`src/rtl/sc_io_pkg.sv`:
```
// Shared constants for the single-cycle computer input conditioning stage.
// Optional press counter is enabled with the SC_IO_PRESS_CNT_EN macro.
package sc_io_pkg;

    localparam int IO_PORT_W     = 32;
    localparam int SW_W_DEF      = 10;
    localparam int KEY_W_DEF     = 4;
    localparam int DB_CYCLES_DEF = 50000;
    localparam int PRESS_CNT_W   = 16;

    // Reset levels: switches read as off, keys as released (active-low pins),
    // so leaving reset never looks like a press.
    localparam logic SW_RST_LVL  = 1'b0;
    localparam logic KEY_RST_LVL = 1'b1;

    // Number of set bits in a 16-bit vector (keys are at most 16 wide).
    function automatic logic [4:0] popcnt16(input logic [15:0] v);
        logic [4:0] n;
        n = '0;
        for (int i = 0; i < 16; i++) begin
            n = n + 5'(v[i]);
        end
        return n;
    endfunction

endpackage

```
`src/rtl/sc_io_debounce_bit.sv`:
```
// One input channel: 2-FF synchroniser followed by a counting debouncer.
// The stable level only moves after the synchronised input has disagreed
// with it for DB_CYCLES consecutive edges; any agreement restarts the window.
module sc_io_debounce_bit #(
    parameter int   DB_CYCLES = 4,
    parameter logic RST_LVL   = 1'b0
) (
    input  logic clk_i,
    input  logic rst_ni,
    input  logic raw_i,
    output logic stable_o
);

    localparam int CW = (DB_CYCLES > 1) ? $clog2(DB_CYCLES) : 1;
    localparam logic [CW-1:0] CNT_MAX = CW'(DB_CYCLES - 1);

    logic          s1_q, s2_q;
    logic          st_q, st_d;
    logic [CW-1:0] cnt_q, cnt_d;

    // Debounce window: count disagreement, commit on the last cycle of it.
    always_comb begin
        st_d  = st_q;
        cnt_d = '0;
        if (s2_q != st_q) begin
            if (cnt_q == CNT_MAX) begin
                st_d = s2_q;
            end else begin
                cnt_d = cnt_q + CW'(1);
            end
        end
    end

    // Synchroniser, stable level and window counter; reset drops any pending change.
    always_ff @(posedge clk_i) begin
        if (!rst_ni) begin
            s1_q  <= RST_LVL;
            s2_q  <= RST_LVL;
            st_q  <= RST_LVL;
            cnt_q <= '0;
        end else begin
            s1_q  <= raw_i;
            s2_q  <= s1_q;
            st_q  <= st_d;
            cnt_q <= cnt_d;
        end
    end

    assign stable_o = st_q;

endmodule

```
`src/rtl/sc_io_input.sv`:
```
// Input conditioning for the data memory / IO block: debounced switches and
// keys, sticky key-press flags cleared by the CPU, and an optional 16-bit
// press counter built only when SC_IO_PRESS_CNT_EN is defined.
module sc_io_input
    import sc_io_pkg::*;
#(
    parameter int SW_W      = SW_W_DEF,
    parameter int KEY_W     = KEY_W_DEF,
    parameter int DB_CYCLES = DB_CYCLES_DEF
) (
    input  logic                 clock,
    input  logic                 resetn,
    input  logic [SW_W-1:0]      sw,
    input  logic [KEY_W-1:0]     key_n,
    input  logic [KEY_W-1:0]     ack,
    output logic [IO_PORT_W-1:0] in_port0,
    output logic [IO_PORT_W-1:0] in_port1,
    output logic [IO_PORT_W-1:0] in_port2,
    output logic [IO_PORT_W-1:0] in_port3
);

    logic [SW_W-1:0]  sw_st;
    logic [KEY_W-1:0] key_st;
    logic [KEY_W-1:0] key_pressed;
    logic [KEY_W-1:0] kp_dly_q;
    logic [KEY_W-1:0] press_ev;
    logic [KEY_W-1:0] flag_q, flag_d;

    for (genvar gi = 0; gi < SW_W; gi++) begin : g_sw
        sc_io_debounce_bit #(
            .DB_CYCLES (DB_CYCLES),
            .RST_LVL   (SW_RST_LVL)
        ) u_db (
            .clk_i    (clock),
            .rst_ni   (resetn),
            .raw_i    (sw[gi]),
            .stable_o (sw_st[gi])
        );
    end

    for (genvar gk = 0; gk < KEY_W; gk++) begin : g_key
        sc_io_debounce_bit #(
            .DB_CYCLES (DB_CYCLES),
            .RST_LVL   (KEY_RST_LVL)
        ) u_db (
            .clk_i    (clock),
            .rst_ni   (resetn),
            .raw_i    (key_n[gk]),
            .stable_o (key_st[gk])
        );
    end

    assign key_pressed = ~key_st;
    assign press_ev    = key_pressed & ~kp_dly_q;

    // Sticky flags: a press event sets, ack clears, set wins when both coincide.
    always_comb begin
        flag_d = (flag_q & ~ack) | press_ev;
    end

    // Delayed key level for edge detection, plus the flag register.
    always_ff @(posedge clock) begin
        if (!resetn) begin
            kp_dly_q <= '0;
            flag_q   <= '0;
        end else begin
            kp_dly_q <= key_pressed;
            flag_q   <= flag_d;
        end
    end

`ifdef SC_IO_PRESS_CNT_EN
    logic [PRESS_CNT_W-1:0] press_cnt_q, press_cnt_d;
    logic [15:0]            ev16;

    // Every key pressed in the same cycle adds one; wraps naturally at 16 bits.
    always_comb begin
        ev16              = '0;
        ev16[KEY_W-1:0]   = press_ev;
        press_cnt_d       = press_cnt_q + PRESS_CNT_W'(popcnt16(ev16));
    end

    // Press counter, cleared only by reset.
    always_ff @(posedge clock) begin
        if (!resetn) begin
            press_cnt_q <= '0;
        end else begin
            press_cnt_q <= press_cnt_d;
        end
    end

    assign in_port3 = IO_PORT_W'(press_cnt_q);
`else
    assign in_port3 = '0;
`endif

    assign in_port0 = IO_PORT_W'(sw_st);
    assign in_port1 = IO_PORT_W'(key_pressed);
    assign in_port2 = IO_PORT_W'(flag_q);

endmodule
```
`config.mk`:
```
export PLATFORM = sky130hd
export DESIGN_NAME = sc_io_input
export DESIGN_NICKNAME = d
export VERILOG_FILES = /design/src/rtl/sc_io_pkg.sv /design/src/rtl/sc_io_debounce_bit.sv /design/src/rtl/sc_io_input.sv
export SDC_FILE = /design/constraint.sdc
export NUM_CORES = 1
export LEC_CHECK = 0
export CAP_MARGIN = 20
export CORE_MARGIN = 1
export CORE_UTILIZATION = 55
export DETAILED_ROUTE_END_ITERATION = 8
export HOLD_SLACK_MARGIN = 0.06
export PLACE_DENSITY = 0.86
export SLEW_MARGIN = 20
export SYNTH_ARGS = -nofsm -noshare
export SYNTH_HDL_FRONTEND = slang
export SYNTH_HIERARCHICAL = 1
export SYNTH_SLANG_ARGS = --single-unit
```
`constraint.sdc`:
```
create_clock -name clock -period 2.6 [get_ports clock]
set_clock_uncertainty 0.2 [all_clocks]
set_input_delay 0.39 -clock clock [delete_from_list [all_inputs] [get_ports clock]]
set_output_delay 0.39 -clock clock [all_outputs]
set_load 0.03 [all_outputs]
```
==> results of run 1 <==
-- routing by layer --
metal / global-route usage / part of all wire
met4: 0.0510 / 0.017
met5: 0 / 0
met1: 0.205 / 0.46
met3: 0.0245 / 0.029
met2: 0.298 / 0.50
-- power breakdown --
part	switching, uW	leakage (uW)	internal, uW
Sequential	14.6	0.00221	4230
Clock	1570	0.000458	2510
Combinational	269	0.00172	51.1
-- synthesized netlist by cell type, drive strengths merged --
cell type  number  share of area
and2b           4         0.0028
nor4bb         20          0.016
nand4          42          0.032
inv            60          0.018
ha             14          0.014
nand3          84          0.045
buf           124          0.078
xor2           28          0.019
nor2b          14         0.0069
nor2          284          0.086
nand4b         14         0.0096
mux2i          14          0.011
dfxtp         274           0.43
conb            1        0.00029
or4             4         0.0035
nor4b          10         0.0069
and2           20         0.0098
o21a            4         0.0024
nor3           56          0.022
nor4           42          0.035
or4b            8         0.0075
nand2b          8         0.0039
xnor2         182           0.13
nand2          46          0.014
-- sequential cells by signal, indices dropped and copies added (netlist names), 10 cells and up --
name,flops
g_sw.u_db/s2_q,10
g_sw.u_db/s1_q,10
g_key.u_db/cnt_q,64
g_sw.u_db/cnt_q,160
g_sw.u_db/stable_o,10
-- final cells by class --
class / instances / area [sq um] / area share
clock buffers: 38 / 790 / 0.0571
clock inverters: 10 / 155 / 0.0112
inverters: 60 / 225 / 0.0163
multi-input cells: 1008 / 6420 / 0.465
flip-flops and latches: 274 / 5490 / 0.397
well taps: 285 / 357 / 0.0258
repair buffers: 38 / 385 / 0.0279
-- through the flow --
step / power [uW] / utilization
floorplan: 4730 / -
global placement: 4650 / 0.569
detailed placement: 4650 / 0.569
CTS: 8740 / 0.610
global route: 8940 / 0.610
finish: 8630 / 0.610
-- path summary, 6_finish.rpt --
| check | to | slack (ns) |
|---|---|---|
| hold reg to reg | g_key[2].u_db/s2_q$_SDFF_PN1_ | 0.21 |
| setup reg to reg | g_key[2].u_db/cnt_q[15]$_SDFF_PP0_ | 0.53 |
| setup / recovery | in_port1[1] | 0.37 |
| hold / removal | g_key[3].u_db/stable_o$_SDFFE_PN1P_ | 0.12 |
-- critical path, delay by kind of cell (launching register included) --
kind     cells  cell delay [ns]
flops        1             0.37
buf+inv      2             0.74
-- cell families after synthesis --
group / share of synthesized area
xor+xnor: 0.145
simple gates: 0.301
compound gates: 0.00236
buf+inv: 0.0962
mux: 0.0110
flops: 0.431
fa+ha+maj: 0.0138
other cells: 0.000295
==> impl_metrics.toml, run 1 <==
[clocking]
hold_buffers = 0
clock_latency_ns = 0.53
clk_path_buf_depth = 3
htreeDepth = 1
ctsResizeCount = 0
cts-root-buf = "clkbuf_16"
tritoncts = "built"
clk_pin_slew_ns = 0.06
cts_setup_buffers = 0
cts_made_buffers = 28
clock_sinks = 274

[global_routing]
grt_max_degree = 65
antenna_found_initial = 0
grt_pass1_vias = 7960
grt_usage = 0.166
overflow = 0
grt_pass1_wl_mm = 34.3

[job]
maxCapViolCount = 0

[critical_path]
cp.arrival_ns = 1.64
cpPeakStageDelay_ns = 0.66
critPathLaunch = "g_key[1].u_db/stable_o$_SDFFE_PN1P_"
crit_chain = "inv_1 -> clkdlybuf4s50_1"
reg2reg_from = "g_key[2].u_db/cnt_q[0]$_SDFF_PP0_"
worstSetupPathType = "flop to output pin"
required_ns = 2.01
critPathMaxFanout = 5
worst_r2r_path_depth = 5
slowest_stage = "clkdlybuf4s50_1"
end_kind = "output pin"
startpoint_type = "flop"

[yosys]
yosysUniqueCellTypes = 32
syn_area_sq_mm = 0.0127
ys_warn_count = 6
synth_area_per_cell_sq_um = 9.38
synth_cells = 1357
synth-seq-area-share = 0.431
ys_seq_elements = 274

[die]
initial_core_util = 0.562
rows = 55
chipWidth_um = 154
die_y_um = 154
dieArea_sq_mm = 0.0237
core_sq_mm = 0.0226
num_io_pins = 148

[finish]
num-fill-cells = 1817
instances_no_fill = 1713
design_area_sq_mm = 0.0138
diodes = 0
syn2layout_area_growth_pct = 8.62
drive_gt1_frac = 0.0910
mostFrequentLayoutCells = "274 x nor2_1, 274 x dfxtp_1, 182 x xnor2_1"
fin_nets = 1444

[placement]
dp_slack_ns = 0.550
io_buffers = 37
place_inst = 1665
dpl_cell_area_sq_mm = 0.0129
dp_hpwl_mm = 13.2
gp_congestion = 0.803

[worst_hold_path]
hold_depth = 3
min-delay-path-class = "primary input to flop"
min_from = "resetn"

[routing]
ant_nets = 0
drcViolationCount = 0
vias = 8575
routed_wl_mm = 20.1
detail_route.wl_per_cell_um = 11.8
dr.pass1.iters = 4
drt_iter0_markers = 423
detail_route.vias_per_cell = 5.01

[timing]
rsz0062_at_grt = "no"
post-route-period-util = 0.856
setup_viol = 0
tns_ns = 0
max_freq_mhz = 449
hold_violations = 0
fin_ws_ns = 0.375
period_needed_ns = 2.23
fin_hold_ws_ns = 0.119
maxSlewViolCount = 0

[power]
ir_drop_mv = 0.476
power_leakage_uw = 0.00439
powerDensity_mw_per_mm2 = 625

[run_status]
outcome = "finished, final reports clean"
No activity file was read; power rests on OpenSTA's default activity.
==> run 2: changes to the inputs <==
ABC_CLOCK_PERIOD_IN_PS = 2600   (was not set)
CORE_UTILIZATION = 45   (was 55)
PLACE_DENSITY = 0.64   (was 0.86)
==> run 2 against run 1 <==
Net effect:
- flip-flop and latch count unchanged
- utilization is 11 points lower
- largest power group is now the clock network
- final cell count is 5.9% higher
- sequential power about the same
- first-iteration DRC count down 18%
- global-route usage decreased by 2.8 points
- power increased by 2.9%
==> impl_metrics.toml, run 2 (synthesis results as in run 1) <==
[clocking]
clock_latency_ns = 0.53
cts_setup_buffers = 0
ctsResizeCount = 0
clk_path_buf_depth = 3
tritoncts = "built"
clk_pin_slew_ns = 0.06
htreeDepth = 1
clock_sinks = 274
cts_made_buffers = 29
cts-root-buf = "clkbuf_16"
hold_buffers = 0

[critical_path]
worst_r2r_path_depth = 4
end_kind = "output pin"
cp.arrival_ns = 1.64
crit_buf_inv = 1
required_ns = 2.01
cpPeakStageDelay_ns = 0.71
crit_family = "buffers and inverters"
worstSetupPathType = "flop to output pin"
critPathMaxFanout = 3
crit_chain = "clkdlybuf4s50_1"
slowest_stage = "clkdlybuf4s50_1"
path_depth = 1
startpoint_type = "flop"

[power]
power_leakage_uw = 0.00445
ir_drop_mv = 0.362
powerDensity_mw_per_mm2 = 632

[die]
num_io_pins = 148
core_sq_mm = 0.0278
chipWidth_um = 170
dieArea_sq_mm = 0.0290
rows = 61
die_y_um = 170
initial_core_util = 0.458

[finish]
top_register = "g_sw.u_db/cnt_q"
drive_gt1_frac = 0.0975
fin_nets = 1449
diodes = 0
largest_register_ffs = 160
syn2layout_area_growth_pct = 10.4
mostFrequentLayoutCells = "274 x nor2_1, 274 x dfxtp_1, 182 x xnor2_1"
top_regs = "g_sw.u_db/cnt_q x160, g_key.u_db/cnt_q x64"

[routing]
detail_route.vias_per_cell = 4.65
detail_route.wl_per_cell_um = 11.0
vias = 8427
ant_nets = 0
routed_wl_mm = 20.0
drt_iter0_markers = 347
drcViolationCount = 0
dr.pass1.iters = 5

[global_routing]
grt_pass1_vias = 7728
overflow = 0
grt_usage = 0.139
antenna_found_initial = 0
grt_max_degree = 65
grt_pass1_wl_mm = 34.6

[timing]
tns_ns = 0
max_freq_mhz = 448
setup_viol = 0
hold_violations = 0
maxSlewViolCount = 0
period_needed_ns = 2.23
post-route-period-util = 0.858
fin_hold_ws_ns = 0.0985
rsz0062_at_grt = "no"

[run_status]
outcome = "finished, final reports clean"

[placement]
io_buffers = 37
dp_hpwl_mm = 13.1
gp_congestion = 0.773

[worst_hold_path]
hold_depth = 3
min-delay-path-class = "primary input to flop"

[job]
maxCapViolCount = 0
-- run 2: cell count changes in the layout (fill, tap and decap cells not counted) --
cell,before,now
buf_4,0,4
bufinv_16,4,5
clkbuf_1,6,4
clkbuf_8,3,6
clkinv_2,4,6
-- run 2: path summary, 6_finish.rpt --
check / start / end / slack, ns
worst max register to register: g_key[2].u_db/cnt_q[10]$_SDFF_PP0_ / g_key[2].u_db/cnt_q[3]$_SDFF_PP0_ / 0.56
worst min-delay path: resetn / g_key[1].u_db/stable_o$_SDFFE_PN1P_ / 0.1
worst max-delay path: g_sw[8].u_db/stable_o$_SDFFE_PN0P_ / in_port0[8] / 0.37
worst min register to register: g_key[2].u_db/s1_q$_SDFF_PN1_ / g_key[2].u_db/s2_q$_SDFF_PN1_ / 0.22
-- run 2: metal layers --
layer | share of wire | GRT usage | up-vias
met5 | 0 | 0 | -
met4 | 0.021 | 0.0376 | 0
met3 | 0.033 | 0.0251 | 33
met2 | 0.46 | 0.233 | 102
met1 | 0.49 | 0.182 | 3889
li1 | - | - | 4403
-- run 2: stage by stage --
stage | power, uW | util | std cells | cell area, sq um | setup slack, ns
floorplan | 4730 | - | 1466 | 13100 | 0.608
global placement | 4650 | 0.469 | 1762 | 13000 | 0.583
detailed placement | 4650 | 0.469 | 1762 | 13000 | 0.558
CTS | 9040 | 0.505 | 1814 | 14000 | 0.332
global route | 9230 | 0.505 | 1814 | 14000 | 0.310
finish | 8880 | 0.505 | 1814 | 14000 | 0.369
-- run 2: final cells by class --
class                   instances  area (sq um)
flip-flops and latches        274          5490
fillers                      2625         13700
well taps                     378           473
clock inverters                13           195
clock buffers                  39           823
repair buffers                 42           415
multi-input cells            1008          6420
inverters                      60           225
-- run 2: power breakdown --
group / switching (uW) / internal (uW) / total (uW)
clock network: 1620 / 2700 / 4320
registers: 14.5 / 4230 / 4240
logic: 269 / 51.0 / 320
